## config.mk

```make
export PLATFORM = sky130hd
export DESIGN_NAME = flag_hazard_controller_flat
export DESIGN_NICKNAME = d
export VERILOG_FILES = /design/src/rtl/flag_hazard_controller_pkg.sv /design/src/rtl/flag_hazard_controller_if.sv /design/src/rtl/flag_hazard_controller_cond_eval.sv /design/src/rtl/flag_hazard_controller.sv /design/src/flat_wrapper.sv
export SDC_FILE = /design/constraint.sdc
export NUM_CORES = 1
export LEC_CHECK = 0
export ABC_AREA = 1
export BUFFER_PORTS_ARGS = -buffer_cell sky130_fd_sc_hd__buf_2
export CAP_MARGIN = 10
export CORE_MARGIN = 2
export CORE_UTILIZATION = 50
export DETAILED_ROUTE_END_ITERATION = 8
export GPL_TIMING_DRIVEN = 0
export PLACE_DENSITY_LB_ADDON = 0.08
export REMOVE_ABC_BUFFERS = 1
export SLEW_MARGIN = 20
export SYNTH_ARGS = -nofsm -noshare
export SYNTH_HDL_FRONTEND = slang
export SYNTH_HIERARCHICAL = 1
export SYNTH_SLANG_ARGS = --single-unit
```

## constraint.sdc

```tcl
create_clock -name clk -period 3.6 [get_ports clk]
set_input_delay 0.18 -clock clk [delete_from_list [all_inputs] [get_ports clk]]
set_output_delay 0.18 -clock clk [all_outputs]
set_load 0.01 [all_outputs]
```

## src/rtl/flag_hazard_controller_pkg.sv

```systemverilog
// Shared definitions for the flag hazard controller: ARM condition codes,
// NZCV bit positions and the controller state encoding.
package flag_hazard_controller_pkg;

    localparam logic [3:0] COND_EQ = 4'h0;
    localparam logic [3:0] COND_NE = 4'h1;
    localparam logic [3:0] COND_CS = 4'h2;
    localparam logic [3:0] COND_CC = 4'h3;
    localparam logic [3:0] COND_MI = 4'h4;
    localparam logic [3:0] COND_PL = 4'h5;
    localparam logic [3:0] COND_VS = 4'h6;
    localparam logic [3:0] COND_VC = 4'h7;
    localparam logic [3:0] COND_HI = 4'h8;
    localparam logic [3:0] COND_LS = 4'h9;
    localparam logic [3:0] COND_GE = 4'hA;
    localparam logic [3:0] COND_LT = 4'hB;
    localparam logic [3:0] COND_GT = 4'hC;
    localparam logic [3:0] COND_LE = 4'hD;
    localparam logic [3:0] COND_AL = 4'hE;
    localparam logic [3:0] COND_NV = 4'hF;

    localparam int FLAG_N = 3;
    localparam int FLAG_Z = 2;
    localparam int FLAG_C = 1;
    localparam int FLAG_V = 0;

    typedef enum logic [1:0] {
        ST_RUN        = 2'd0,
        ST_WAIT_FLAGS = 2'd1,
        ST_FLUSH      = 2'd2
    } state_e;

endpackage

```

## src/rtl/flag_hazard_controller_if.sv

```systemverilog
// ID/EXE-side signal bundle of the flag hazard controller; the pipeline
// drives through the master modport, the controller sits on the slave one.
interface flag_hazard_controller_if;

    logic       id_valid;
    logic [3:0] id_cond;
    logic       id_set_flags;
    logic       id_is_branch;
    logic       exe_sr_valid;
    logic [3:0] exe_sr;
    logic [3:0] sr;
    logic       issue;
    logic       squash;
    logic       stall;
    logic       branch_taken;
    logic       flush;
    logic       err;

    modport master (
        output id_valid, id_cond, id_set_flags, id_is_branch,
        output exe_sr_valid, exe_sr,
        input  sr, issue, squash, stall, branch_taken, flush, err
    );

    modport slave (
        input  id_valid, id_cond, id_set_flags, id_is_branch,
        input  exe_sr_valid, exe_sr,
        output sr, issue, squash, stall, branch_taken, flush, err
    );

endinterface

```

## src/rtl/flag_hazard_controller_cond_eval.sv

```systemverilog
// Pure combinational ARM condition-code evaluation against an NZCV vector.
module flag_hazard_controller_cond_eval
    import flag_hazard_controller_pkg::*;
(
    input  logic [3:0] cond_i,
    input  logic [3:0] nzcv_i,
    output logic       met_o
);

    logic n, z, c, v;

    assign n = nzcv_i[FLAG_N];
    assign z = nzcv_i[FLAG_Z];
    assign c = nzcv_i[FLAG_C];
    assign v = nzcv_i[FLAG_V];

    always_comb begin
        met_o = 1'b0;
        case (cond_i)
            COND_EQ: met_o = z;
            COND_NE: met_o = ~z;
            COND_CS: met_o = c;
            COND_CC: met_o = ~c;
            COND_MI: met_o = n;
            COND_PL: met_o = ~n;
            COND_VS: met_o = v;
            COND_VC: met_o = ~v;
            COND_HI: met_o = c & ~z;
            COND_LS: met_o = ~c | z;
            COND_GE: met_o = (n == v);
            COND_LT: met_o = (n != v);
            COND_GT: met_o = ~z & (n == v);
            COND_LE: met_o = z | (n != v);
            COND_AL: met_o = 1'b1;
            COND_NV: met_o = 1'b0;
            default: met_o = 1'b0;
        endcase
    end

endmodule

```

## src/rtl/flag_hazard_controller.sv

```systemverilog
// ID->EX conditional-execution sequencer: holds NZCV, tracks in-flight flag
// writers, stalls/forwards for flag hazards and runs the post-branch flush.
module flag_hazard_controller
    import flag_hazard_controller_pkg::*;
#(
    parameter int FLUSH_CYCLES = 2,
    parameter int MAX_PENDING  = 3
) (
    input  logic                     clk,
    input  logic                     rst_n,
    flag_hazard_controller_if.slave  bus
);

    localparam logic [1:0] MAX_PEND   = 2'(MAX_PENDING);
    localparam logic [2:0] FLUSH_LAST = 3'(FLUSH_CYCLES - 1);

    state_e     state_q, state_d;
    logic [1:0] pending_q, pending_d;
    logic [2:0] flush_cnt_q, flush_cnt_d;
    logic [3:0] sr_q, sr_d;
    logic       err_q, err_d;

    logic       fwd;
    logic [3:0] eval_flags;
    logic       cond_met;
    logic       is_al;
    logic       flags_ready;
    logic       slot_free;
    logic       issue_w, squash_w, stall_w, branch_w;
    logic       inc, dec;

    // Forwarding is only safe when the returning flags belong to the last writer.
    assign fwd        = bus.exe_sr_valid && (pending_q == 2'd1);
    assign eval_flags = fwd ? bus.exe_sr : sr_q;

    flag_hazard_controller_cond_eval u_cond_eval (
        .cond_i (bus.id_cond),
        .nzcv_i (eval_flags),
        .met_o  (cond_met)
    );

    assign is_al       = (bus.id_cond == COND_AL);
    assign flags_ready = is_al || (pending_q == 2'd0) || fwd;
    assign slot_free   = !(bus.id_set_flags && (pending_q == MAX_PEND) && !bus.exe_sr_valid);

    always_comb begin
        issue_w     = 1'b0;
        squash_w    = 1'b0;
        stall_w     = 1'b0;
        state_d     = state_q;
        flush_cnt_d = flush_cnt_q;
        case (state_q)
            ST_RUN, ST_WAIT_FLAGS: begin
                state_d = ST_RUN;
                if (bus.id_valid) begin
                    if (flags_ready && slot_free) begin
                        issue_w  = is_al || cond_met;
                        squash_w = !(is_al || cond_met);
                    end else begin
                        stall_w = 1'b1;
                        if (!flags_ready) begin
                            state_d = ST_WAIT_FLAGS;
                        end
                    end
                end
                if (issue_w && bus.id_is_branch) begin
                    state_d     = ST_FLUSH;
                    flush_cnt_d = FLUSH_LAST;
                end
            end
            ST_FLUSH: begin
                squash_w = bus.id_valid;
                if (flush_cnt_q == 3'd0) begin
                    state_d = ST_RUN;
                end else begin
                    flush_cnt_d = flush_cnt_q - 3'd1;
                end
            end
            default: state_d = ST_RUN;
        endcase
    end

    assign branch_w = issue_w && bus.id_is_branch;

    assign inc = issue_w && bus.id_set_flags;
    assign dec = bus.exe_sr_valid && (pending_q != 2'd0);

    always_comb begin
        pending_d = pending_q;
        case ({inc, dec})
            2'b10:   pending_d = pending_q + 2'd1;
            2'b01:   pending_d = pending_q - 2'd1;
            default: pending_d = pending_q;
        endcase
    end

    // A flag return with nothing in flight is a protocol error and is ignored.
    assign sr_d  = dec ? bus.exe_sr : sr_q;
    assign err_d = err_q | (bus.exe_sr_valid && (pending_q == 2'd0));

    always_ff @(posedge clk or negedge rst_n) begin
        if (!rst_n) begin
            state_q     <= ST_RUN;
            pending_q   <= 2'd0;
            flush_cnt_q <= 3'd0;
            sr_q        <= 4'd0;
            err_q       <= 1'b0;
        end else begin
            state_q     <= state_d;
            pending_q   <= pending_d;
            flush_cnt_q <= flush_cnt_d;
            sr_q        <= sr_d;
            err_q       <= err_d;
        end
    end

    assign bus.sr           = sr_q;
    assign bus.issue        = issue_w;
    assign bus.squash       = squash_w;
    assign bus.stall        = stall_w;
    assign bus.branch_taken = branch_w;
    assign bus.flush        = (state_q == ST_FLUSH);
    assign bus.err          = err_q;

endmodule

```

## src/flat_wrapper.sv

```systemverilog
// flat-port wrapper written by rule: the top's interface ports become plain ports
module flag_hazard_controller_flat import flag_hazard_controller_pkg::*;
#(
    parameter int FLUSH_CYCLES = 2,
    parameter int MAX_PENDING  = 3
)
  (clk, rst_n, bus_id_valid, bus_id_cond, bus_id_set_flags, bus_id_is_branch, bus_exe_sr_valid, bus_exe_sr, bus_sr, bus_issue, bus_squash, bus_stall, bus_branch_taken, bus_flush, bus_err);
  flag_hazard_controller_if bus_i ();
  input  logic clk;
  input  logic rst_n;
  input wire logic [$bits(bus_i.id_valid)-1:0] bus_id_valid;
  input wire logic [$bits(bus_i.id_cond)-1:0] bus_id_cond;
  input wire logic [$bits(bus_i.id_set_flags)-1:0] bus_id_set_flags;
  input wire logic [$bits(bus_i.id_is_branch)-1:0] bus_id_is_branch;
  input wire logic [$bits(bus_i.exe_sr_valid)-1:0] bus_exe_sr_valid;
  input wire logic [$bits(bus_i.exe_sr)-1:0] bus_exe_sr;
  output wire logic [$bits(bus_i.sr)-1:0] bus_sr;
  output wire logic [$bits(bus_i.issue)-1:0] bus_issue;
  output wire logic [$bits(bus_i.squash)-1:0] bus_squash;
  output wire logic [$bits(bus_i.stall)-1:0] bus_stall;
  output wire logic [$bits(bus_i.branch_taken)-1:0] bus_branch_taken;
  output wire logic [$bits(bus_i.flush)-1:0] bus_flush;
  output wire logic [$bits(bus_i.err)-1:0] bus_err;
  assign bus_i.id_valid = bus_id_valid;
  assign bus_i.id_cond = bus_id_cond;
  assign bus_i.id_set_flags = bus_id_set_flags;
  assign bus_i.id_is_branch = bus_id_is_branch;
  assign bus_i.exe_sr_valid = bus_exe_sr_valid;
  assign bus_i.exe_sr = bus_exe_sr;
  assign bus_sr = bus_i.sr;
  assign bus_issue = bus_i.issue;
  assign bus_squash = bus_i.squash;
  assign bus_stall = bus_i.stall;
  assign bus_branch_taken = bus_i.branch_taken;
  assign bus_flush = bus_i.flush;
  assign bus_err = bus_i.err;
  flag_hazard_controller #(.FLUSH_CYCLES(FLUSH_CYCLES), .MAX_PENDING(MAX_PENDING)) u_core (.clk(clk), .rst_n(rst_n), .bus(bus_i));
endmodule
```

==> impl_metrics.toml <==
[run_status]
status = "finished, final reports clean"

[synthesis]
ys_ff_latch = 12
synth_cell_types = 22
yosysSeqAreaShare_pct = 30.9
synthCells = 139
yosys-top-cells-area = "dfrtp_1 31%, nand2_1 15%, inv_1 10%"
syn_avg_cell_area_um2 = 6.99
synth_top_area_share_pct = 30.9
synth_warnings = 6
syn_area_um2 = 972
post-synth-top-area-cell = "dfrtp_1"

[floorplan]
die_area_um2 = 2310
boundaryPins = 24
coreArea_um2 = 1780
die_w_um = 48.1
start_util_pct = 54.5
die_h_um = 48.1
rows = 15

[drt]
via_per_inst = 4.73
wl_um = 1890
wl_per_cell_um = 9.84
ant_nets = 0
dr.pass1.iters = 4
drt_iter0_drc = 26
drc_errors = 0
vias = 909

[cells_and_area]
layout_common_cells = "39 x nand2_1, 26 x inv_1, 23 x buf_2"
num_antenna_cells = 0
final_nets = 188
drive_gt1_share_pct = 25.7
final_common_cell = "nand2_1"
finish.utilization_pct = 65.3
synthToLayoutAreaGrowth_pct = 19.8

[run]
cap_violations = 0

[timing]
maxSlewHeadroom_pct = 63.5
worst_slew_pin_slew_ps = 542
grt_setup_unrepaired = "no"
setup_viol = 0
fin_crit_sh_pct = 82.6
finalHoldViolations = 0
max_freq_mhz = 336
clock_skew_ps = 5.84
slew_violations = 0
finalSetupTns_ps = 0
timing.final.crit_period_ps = 2970

[placement]
port_buffers = 23
dp_hpwl_um = 1600
gp_congestion = 0.852

[global_route]
grt_pass1_wl_um = 2970
grt_antenna_before_repair = 0
track_usage_pct = 18.5
overflow = 0
grt_max_degree = 13
grt_pass1_vias = 714

[worst_setup_path]
crit_fanout = 8
cp-start-kind = "register"
regToRegSetupSlack_ps = 630
endpoint_kind = "register"
crit_type = "reg2reg"
worstPathRequired_ps = 3740
arrival_ps = 3120

[clocking]
numCtsBuffers = 3
clock_tree.root_cell = "clkbuf_4"
cts_tree = "yes"
clock_sinks = 12
clk_pin_slew_ps = 70
clk_latency_ps = 260
clockBufferDepth = 2
cts_htree_levels = 1

[pwr]
p_leak_nw = 0.658
power_density_nw_per_um2 = 711
peakVddDrop_mv = 0.430

[min_path]
hold_class = "in2reg"
==> path summary, 6_finish.rpt <==
| path | cells after the start | to | startpoint |
|---|---|---|---|
| min reg2reg | 1 | u_core/bus.err$_DFF_PN0_ | u_core/bus.err$_DFF_PN0_ |
| min in group asynchronous | 2 | u_core/bus.err$_DFF_PN0_ | rst_n |
| max reg2reg | 22 | u_core/pending_q[1]$_DFFE_PN0P_ | u_core/pending_q[1]$_DFFE_PN0P_ |
| min | 2 | u_core/bus.err$_DFF_PN0_ | bus_exe_sr_valid |
| max in group asynchronous | 2 | u_core/state_q[0]$_DFFE_PN0P_ | rst_n |
| max | 22 | u_core/pending_q[1]$_DFFE_PN0P_ | u_core/pending_q[1]$_DFFE_PN0P_ |
==> sequential cells by signal, summed over array words and instances (netlist names) <==
signal,cells
u_core/state_q,2
u_core/bus.sr,4
u_core/flush_cnt_q,3
u_core/pending_q,2
u_core/bus.err,1
==> worst max-delay path, stage by stage, from the launching register on <==
cell and delay (ps):
dfrtp_1 400, inv_1 90, ha_1 170, nand2_1 140, o21ai_0 490, nand2_1 140
nand2_1 120, nand3_1 70, nand2_1 60, nand2_1 40, nand3_1 70, nand2_1 70
nand3_2 60, inv_1 50, nand2_1 60, nand2_1 70, nor2_4 110, nand2_1 70
inv_1 80, nand2_1 50, ha_1 310, nand2_1 70, o21ai_0 70
==> layer usage <==
metal | part of all wire (%) | GRT usage, %
met1 | 51 | 27.2
met2 | 43 | 26.7
met3 | 5.3 | 2.22
met4 | 0.95 | 9.73
met5 | 0 | 0
==> cells by family (layout without fill, tap and decap cells) <==
logic type      after synthesis  count (layout)  share of synthesized area [%]
simple gates                 71              71                           36.2
buf+inv                      28              56                           10.8
compound gates               19              19                           11.7
flops                        12              12                           30.9
fa+ha+maj                     6               6                           7.72
xor+xnor                      3               3                           2.70
==> final cells by class <==
class	instances	area [um^2]
fill	160	618
multi-input combinational	99	567
sequential	12	300
timing repair buffer	24	125
inverter	28	105
clock buffer	4	36.3
tap	25	31.3
==> Yosys cell counts <==
master     n
nor2_2     4
nand2_1   39
nand3_1   11
nand2_4    1
ha_1       6
o21ai_4    1
a21o_1     1
o211ai_1   2
dfrtp_1   12
o21ai_1    2
o21ai_0   10
nor2_4     2
inv_1     26
xnor2_1    3
nand3_2    2
nand3_4    1
nor3_1     2
nand4_1    1
a21oi_1    3
nor2_1     5
inv_2      2
nand2_2    3
==> where the power goes <==
group          internal, mW  switching [mW]  total, mW
clock network        0.0614          0.0390      0.100
logic                 0.190           0.296      0.487
registers             0.192          0.0488      0.241
total                 0.443           0.384      0.828
==> through the flow <==
step / std cells / worst slack [ps] / power [mW] / cell area (um^2) / hold slack (ps)
finish: 192 / 625 / 0.828 / 1160 / 161
global route: 192 / 269 / 0.920 / 1160 / 169
CTS: 192 / 633 / 0.834 / 1160 / 147
detailed placement: 187 / 654 / 0.727 / 1120 / 66.8
global placement: 187 / 698 / 0.708 / 1120 / 63.1
floorplan: 139 / 904 / 0.607 / 972 / -116
==> repair_timing <==
item / 4_1_cts / 5_1_grt
endpoints found under the hold margin: 12 / 0
setup buffers: 0 / 0
resized for setup: 0 / 0
hold buffers: 1 / 0
Power figures use the tool's default switching activity.
